[config.mk]
export PLATFORM = sky130hd
export DESIGN_NAME = descrambler_lfsr_nlane_flat
export DESIGN_NICKNAME = d
export VERILOG_FILES = /design/src/rtl/descrambler_lfsr_nlane_if.sv /design/src/rtl/descrambler_lfsr_nlane.sv /design/src/flat_wrapper.sv
export SDC_FILE = /design/constraint.sdc
export NUM_CORES = 1
export LEC_CHECK = 0
export CAP_MARGIN = 20
export CORE_MARGIN = 5
export CORE_UTILIZATION = 40
export DETAILED_ROUTE_END_ITERATION = 16
export GPL_TIMING_DRIVEN = 0
export PLACE_DENSITY_LB_ADDON = 0.25
export SETUP_SLACK_MARGIN = 0.2
export SYNTH_ARGS = -nofsm -noshare
export SYNTH_HDL_FRONTEND = slang
export SYNTH_SLANG_ARGS = --single-unit
[constraint.sdc]
create_clock -name TX_CLK -period 3.41 [get_ports TX_CLK]
set_input_delay 0.341 -clock TX_CLK [delete_from_list [all_inputs] [get_ports TX_CLK]]
set_output_delay 0.341 -clock TX_CLK [all_outputs]
set_load 0.01 [all_outputs]
[src/rtl/descrambler_lfsr_nlane_if.sv]
// rtl/descrambler_lfsr_nlane_if.sv - beat stream bundle between deskew buffer, descrambler and parser
interface descrambler_lfsr_nlane_if #(
    parameter int LANES = 4,
    parameter int BPL   = 1
);
    logic                      in_valid;
    logic [LANES*BPL*8-1:0]    in_data;
    logic [LANES*BPL-1:0]      in_k;
    logic                      out_valid;
    logic [LANES*BPL*8-1:0]    out_data;
    logic [LANES*BPL-1:0]      out_k;

    modport master (
        output in_valid, in_data, in_k,
        input  out_valid, out_data, out_k
    );

    modport slave (
        input  in_valid, in_data, in_k,
        output out_valid, out_data, out_k
    );
endinterface

[src/rtl/descrambler_lfsr_nlane.sv]
// rtl/descrambler_lfsr_nlane.sv - per-lane x^16+x^5+x^4+x^3+1 descrambler, BPL bytes per lane per clock
module descrambler_lfsr_nlane #(
    parameter int          LANES = 4,
    parameter int          BPL   = 1,
    parameter logic [15:0] SEED  = 16'hFFFF
) (
    input  logic                   TX_CLK,
    input  logic                   rst,
    input  logic                   LFSR_RST,
    input  logic [LANES-1:0]       lane_en,
    input  logic                   scr_dis,
    descrambler_lfsr_nlane_if.slave s_if,
    output logic [LANES*16-1:0]    lfsr_state
);

    localparam logic [7:0] SYM_COM = 8'hBC;
    localparam logic [7:0] SYM_SKP = 8'h1C;

    logic [LANES-1:0][15:0]     lfsr_q;
    logic [LANES-1:0][15:0]     nxt_state;
    logic [LANES*BPL*8-1:0]     nxt_data;
    logic [15:0]                cur;
    logic [7:0]                 sym;
    logic                       sym_k;

    function automatic logic [15:0] step1(input logic [15:0] s);
        return {s[14:0], 1'b0} ^ (s[15] ? 16'h0039 : 16'h0000);
    endfunction

    // Unrolled eight Galois steps; synthesis flattens this to a closed-form XOR network.
    function automatic logic [15:0] adv8(input logic [15:0] s);
        logic [15:0] t;
        t = s;
        for (int i = 0; i < 8; i++) begin
            t = step1(t);
        end
        return t;
    endfunction

    // Feedback taps never reach the top byte within eight steps, so the key is s[15:8] reversed.
    function automatic logic [7:0] key_of(input logic [15:0] s);
        logic [7:0] kb;
        for (int i = 0; i < 8; i++) begin
            kb[i] = s[15-i];
        end
        return kb;
    endfunction

    always_comb begin
        nxt_data  = s_if.in_data;
        nxt_state = lfsr_q;
        cur       = SEED;
        sym       = 8'h00;
        sym_k     = 1'b0;
        for (int l = 0; l < LANES; l++) begin
            cur = LFSR_RST ? SEED : lfsr_q[l];
            if (s_if.in_valid && lane_en[l]) begin
                for (int b = 0; b < BPL; b++) begin
                    sym   = s_if.in_data[(l*BPL+b)*8 +: 8];
                    sym_k = s_if.in_k[l*BPL+b];
                    if (sym_k && sym == SYM_COM) begin
                        cur = SEED;
                    end else if (!(sym_k && sym == SYM_SKP)) begin
                        if (!sym_k && !scr_dis) begin
                            nxt_data[(l*BPL+b)*8 +: 8] = sym ^ key_of(cur);
                        end
                        cur = adv8(cur);
                    end
                end
            end
            nxt_state[l] = cur;
        end
    end

    always_ff @(posedge TX_CLK or negedge rst) begin
        if (!rst) begin
            s_if.out_valid <= 1'b0;
            s_if.out_data  <= '0;
            s_if.out_k     <= '0;
            lfsr_q         <= {LANES{SEED}};
        end else begin
            s_if.out_valid <= s_if.in_valid;
            if (s_if.in_valid) begin
                s_if.out_data <= nxt_data;
                s_if.out_k    <= s_if.in_k;
            end
            lfsr_q <= nxt_state;
        end
    end

    assign lfsr_state = lfsr_q;

endmodule

[src/flat_wrapper.sv]
// flat-port wrapper written by rule: the top's interface ports become plain ports
module descrambler_lfsr_nlane_flat 
#(
    parameter int          LANES = 4,
    parameter int          BPL   = 1,
    parameter logic [15:0] SEED  = 16'hFFFF
)
  (TX_CLK, rst, LFSR_RST, lane_en, scr_dis, lfsr_state, s_if_in_valid, s_if_in_data, s_if_in_k, s_if_out_valid, s_if_out_data, s_if_out_k);
  descrambler_lfsr_nlane_if #(.LANES(LANES), .BPL(BPL)) s_if_i ();
  input  logic TX_CLK;
  input  logic rst;
  input  logic LFSR_RST;
  input  logic [LANES-1:0] lane_en;
  input  logic scr_dis;
  output logic [LANES*16-1:0] lfsr_state;
  input wire logic [$bits(s_if_i.in_valid)-1:0] s_if_in_valid;
  input wire logic [$bits(s_if_i.in_data)-1:0] s_if_in_data;
  input wire logic [$bits(s_if_i.in_k)-1:0] s_if_in_k;
  output wire logic [$bits(s_if_i.out_valid)-1:0] s_if_out_valid;
  output wire logic [$bits(s_if_i.out_data)-1:0] s_if_out_data;
  output wire logic [$bits(s_if_i.out_k)-1:0] s_if_out_k;
  assign s_if_i.in_valid = s_if_in_valid;
  assign s_if_i.in_data = s_if_in_data;
  assign s_if_i.in_k = s_if_in_k;
  assign s_if_out_valid = s_if_i.out_valid;
  assign s_if_out_data = s_if_i.out_data;
  assign s_if_out_k = s_if_i.out_k;
  descrambler_lfsr_nlane #(.LANES(LANES), .BPL(BPL), .SEED(SEED)) u_core (.TX_CLK(TX_CLK), .rst(rst), .LFSR_RST(LFSR_RST), .lane_en(lane_en), .scr_dis(scr_dis), .s_if(s_if_i), .lfsr_state(lfsr_state));
endmodule
==> flow_summary.ini <==
[run_status]
outcome = finished clean

[cts]
clk_latency_ps = 350
cts_tree = built
cts.sinks = 101
h-tree-depth = 3
cts_buffers = 9
cts_hold_buf = 0
clock_path_buffers = 2
cts_setup_buffers = 0
cts_resized = 0
clkSlewWorstSetupHoldPaths_ps = 70
root_buffer = clkbuf_16

[synth]
synth_area_leader_cell = dfstp_2
synthesis.area_um2 = 5426
ys_seq_area_frac = 0.4805
syn_avg_cell_area_um2 = 10.12
yosys_warnings = 0
syn-instance-count = 536
syn_nets = 581
synth.distinct_cells = 33
synth_edf_count = 0
ys_top_cells_by_area = dfstp_2 31%, dfrtp_1 17%, xnor2_1 12%, xor2_1 6.5%, o21ai_0 6.1%
ys_async_sr_fraction = 1.000
yosysMostFrequentCell = xnor2_1
ys_seq_elements = 101
ys.flop_type = dfstp_2
synth_top_area_frac = 0.3099
synthTopCellsByCount = 77 x xnor2_1, 66 x o21ai_0, 64 x dfstp_2, 45 x nor2_1, 41 x a21oi_1

[route]
dr.first_iter.drc_count = 355
wirelength_mm = 15.67
wl_met2_mm = 7.424
drc = 0
drt_first_pass_iters = 4
vias = 4466
drtAntennaViolNets = 0
post_drt_wl_per_cell_um = 17.97
highest_layer = met5
drt-met1-wl_mm = 6.882
met3_length_mm = 1.008
via_per_inst = 5.122

[power]
cellPowerDensity_nw_per_um2 = 453.8
total_power_mw = 3.351
ir_drop_v = 0.0002416
p_leak_nw = 2.707

[worst_setup_path]
cp.required_ps = 3690
reg2reg_from = u_core.lfsr_state[27]
worstSetupStartpoint = s_if_in_valid
crit_type = input port to register
critPathMaxFanout = 9
ff2ff_path_depth = 5
cp_data_arrival_time_ps = 2450
reg2reg_slack_ps = 1910
crit_path_end_kind = register
cp-endpoint = u_core.s_if.out_data[5]
rr_endpoint = u_core.lfsr_state[24]
critPathLaunchType = input port

[finish]
stdcell_area_um2 = 7383
fin_util = 0.5553
n_antenna_cell = 0
drive_above_1_share = 0.1394
nets = 736
fillCellCount = 1195
area_growth_pct = 36.06
final_cell_count_no_fill = 872

[floorplanning]
die_y_um = 126.5
floorplan.io_pins = 146
coreArea_um2 = 13300
dieArea_um2 = 16000
start_util = 0.4081
dieWidth_um = 126.5
num_rows = 42

[flow_run]
maxCapViolations = 0

[sta]
whs_ps = 22.39
finalMaxSlewViolations = 0
grt_setup_unrepaired = false
setup_viol = 0
post-route-period-util = 0.6363
slew_headroom = 0.5179
period_minus_slack_ps = 2170
final_hold_viol_count = 0
skew_ps = 6.589
fmax_mhz = 460.9
worst_slew_pin_slew_ps = 717.6

[grt]
antenna_found_initial = 1
grt_max_degree = 55
overflow = 0
grt_pass1_wl_mm = 24.87
grt_pass1_vias = 4659
track_usage = 0.1964

[place]
port_buffers = 143
dp_cells = 856
gp_congestion = 0.8614
hpwl_mm = 11.58
placed_area_um2 = 7103

[hold_path]
hold_class = input port to asynchronous set/reset pin
## cells in the final DEF, fill, tap and decap left out, types with 2 or more instances in the layout
| cell | instances |
|---|---|
| or2_0 | 2 |
| dfrtp_1 | 37 |
| mux2_2 | 4 |
| nand4b_1 | 2 |
| or2_2 | 4 |
| o21ai_0 | 66 |
| and4b_1 | 2 |
| dfstp_2 | 64 |
| buf_2 | 5 |
| nor2_1 | 45 |
| clkbuf_1 | 23 |
| a21oi_1 | 41 |
| o2bb2ai_1 | 4 |
| clkinvlp_4 | 2 |
| a41oi_1 | 3 |
| inv_1 | 2 |
| xnor2_1 | 77 |
| nor2b_1 | 2 |
| nor4b_4 | 2 |
| o21ai_1 | 5 |
| a21oi_4 | 2 |
| clkbuf_16 | 9 |
| clkdlybuf4s50_1 | 142 |
| nor3_1 | 5 |
| mux2i_1 | 24 |
| nand2_1 | 40 |
| o21a_1 | 23 |
| clkbuf_8 | 2 |
| xor2_1 | 40 |
| nand2b_1 | 7 |
## report_power, final
part           internal [mW]  switching [mW]
combinational          0.469           0.390
sequential              1.37           0.136
clock                  0.535           0.450
total                   2.37           0.976
## how the worst min path moves through the flow
| stage | to | slack (ps) | cells past startpoint |
|---|---|---|---|
| 2_1_floorplan | u_core.s_if.out_data[0] | 50 | 0 |
| 3_3_place_gp | u_core.s_if.out_k[1] | 490 | 1 |
| 3_5_place_dp | u_core.s_if.out_data[30] | 420 | 1 |
| 4_1_cts | u_core.s_if.out_valid | 40 | 1 |
| 5_1_grt | u_core.s_if.out_valid | 70 | 1 |
| 6_report | u_core.s_if.out_k[0] | 20 | 1 |
## final cells by class
type,instances,area (µm²),share of cell area
Buffer,26,103.9,0.01407
Clock buffer,13,260.3,0.03525
Clock inverter,3,20.02,0.002711
Inverter,2,7.507,0.001017
Multi-Input combinational cell,407,2708,0.3667
Sequential cell,101,2608,0.3532
Tap cell,176,220.2,0.02983
Timing Repair Buffer,144,1456,0.1973
## registers in the layout (all words and copies together) (netlist names)
signal	count
u_core.s_if.out_data	32
u_core.s_if.out_k	4
u_core.s_if.out_valid	1
u_core.lfsr_state	64
## critical path: stages
cell and delay [ps]:
clkdlybuf4s50_1 470, buf_2 240, nand2_1 230, nor3_1 550
o21ai_0 270, xor2_1 200, a21oi_1 150
## per-stage QoR
step | worst slack [ps] | TNS (ps)
global route | 981.0 | 0
finish | 1240 | 0
detailed placement | 889.2 | 0
CTS | 1201 | 0
global placement | -1735 | -97350
floorplan | 1766 | 0
## kinds of logic (layout without fill, tap and decap cells)
kind of cell    after synthesis  after routing  synth area share
buf+inv                      28            188           0.02052
compound gates              146            146            0.1554
xor+xnor                    117            117            0.1888
simple gates                116            116            0.1021
flops                       101            101            0.4805
mux                          28             28           0.05257
## layer usage
metal,global-route usage,vias to the layer above
met5,0,-
li1,-,2124
met2,0.3154,155
met1,0.2557,2160
met3,0.04960,25
met4,0.07571,2
Note: power is estimated with default switching activity, not from simulation.
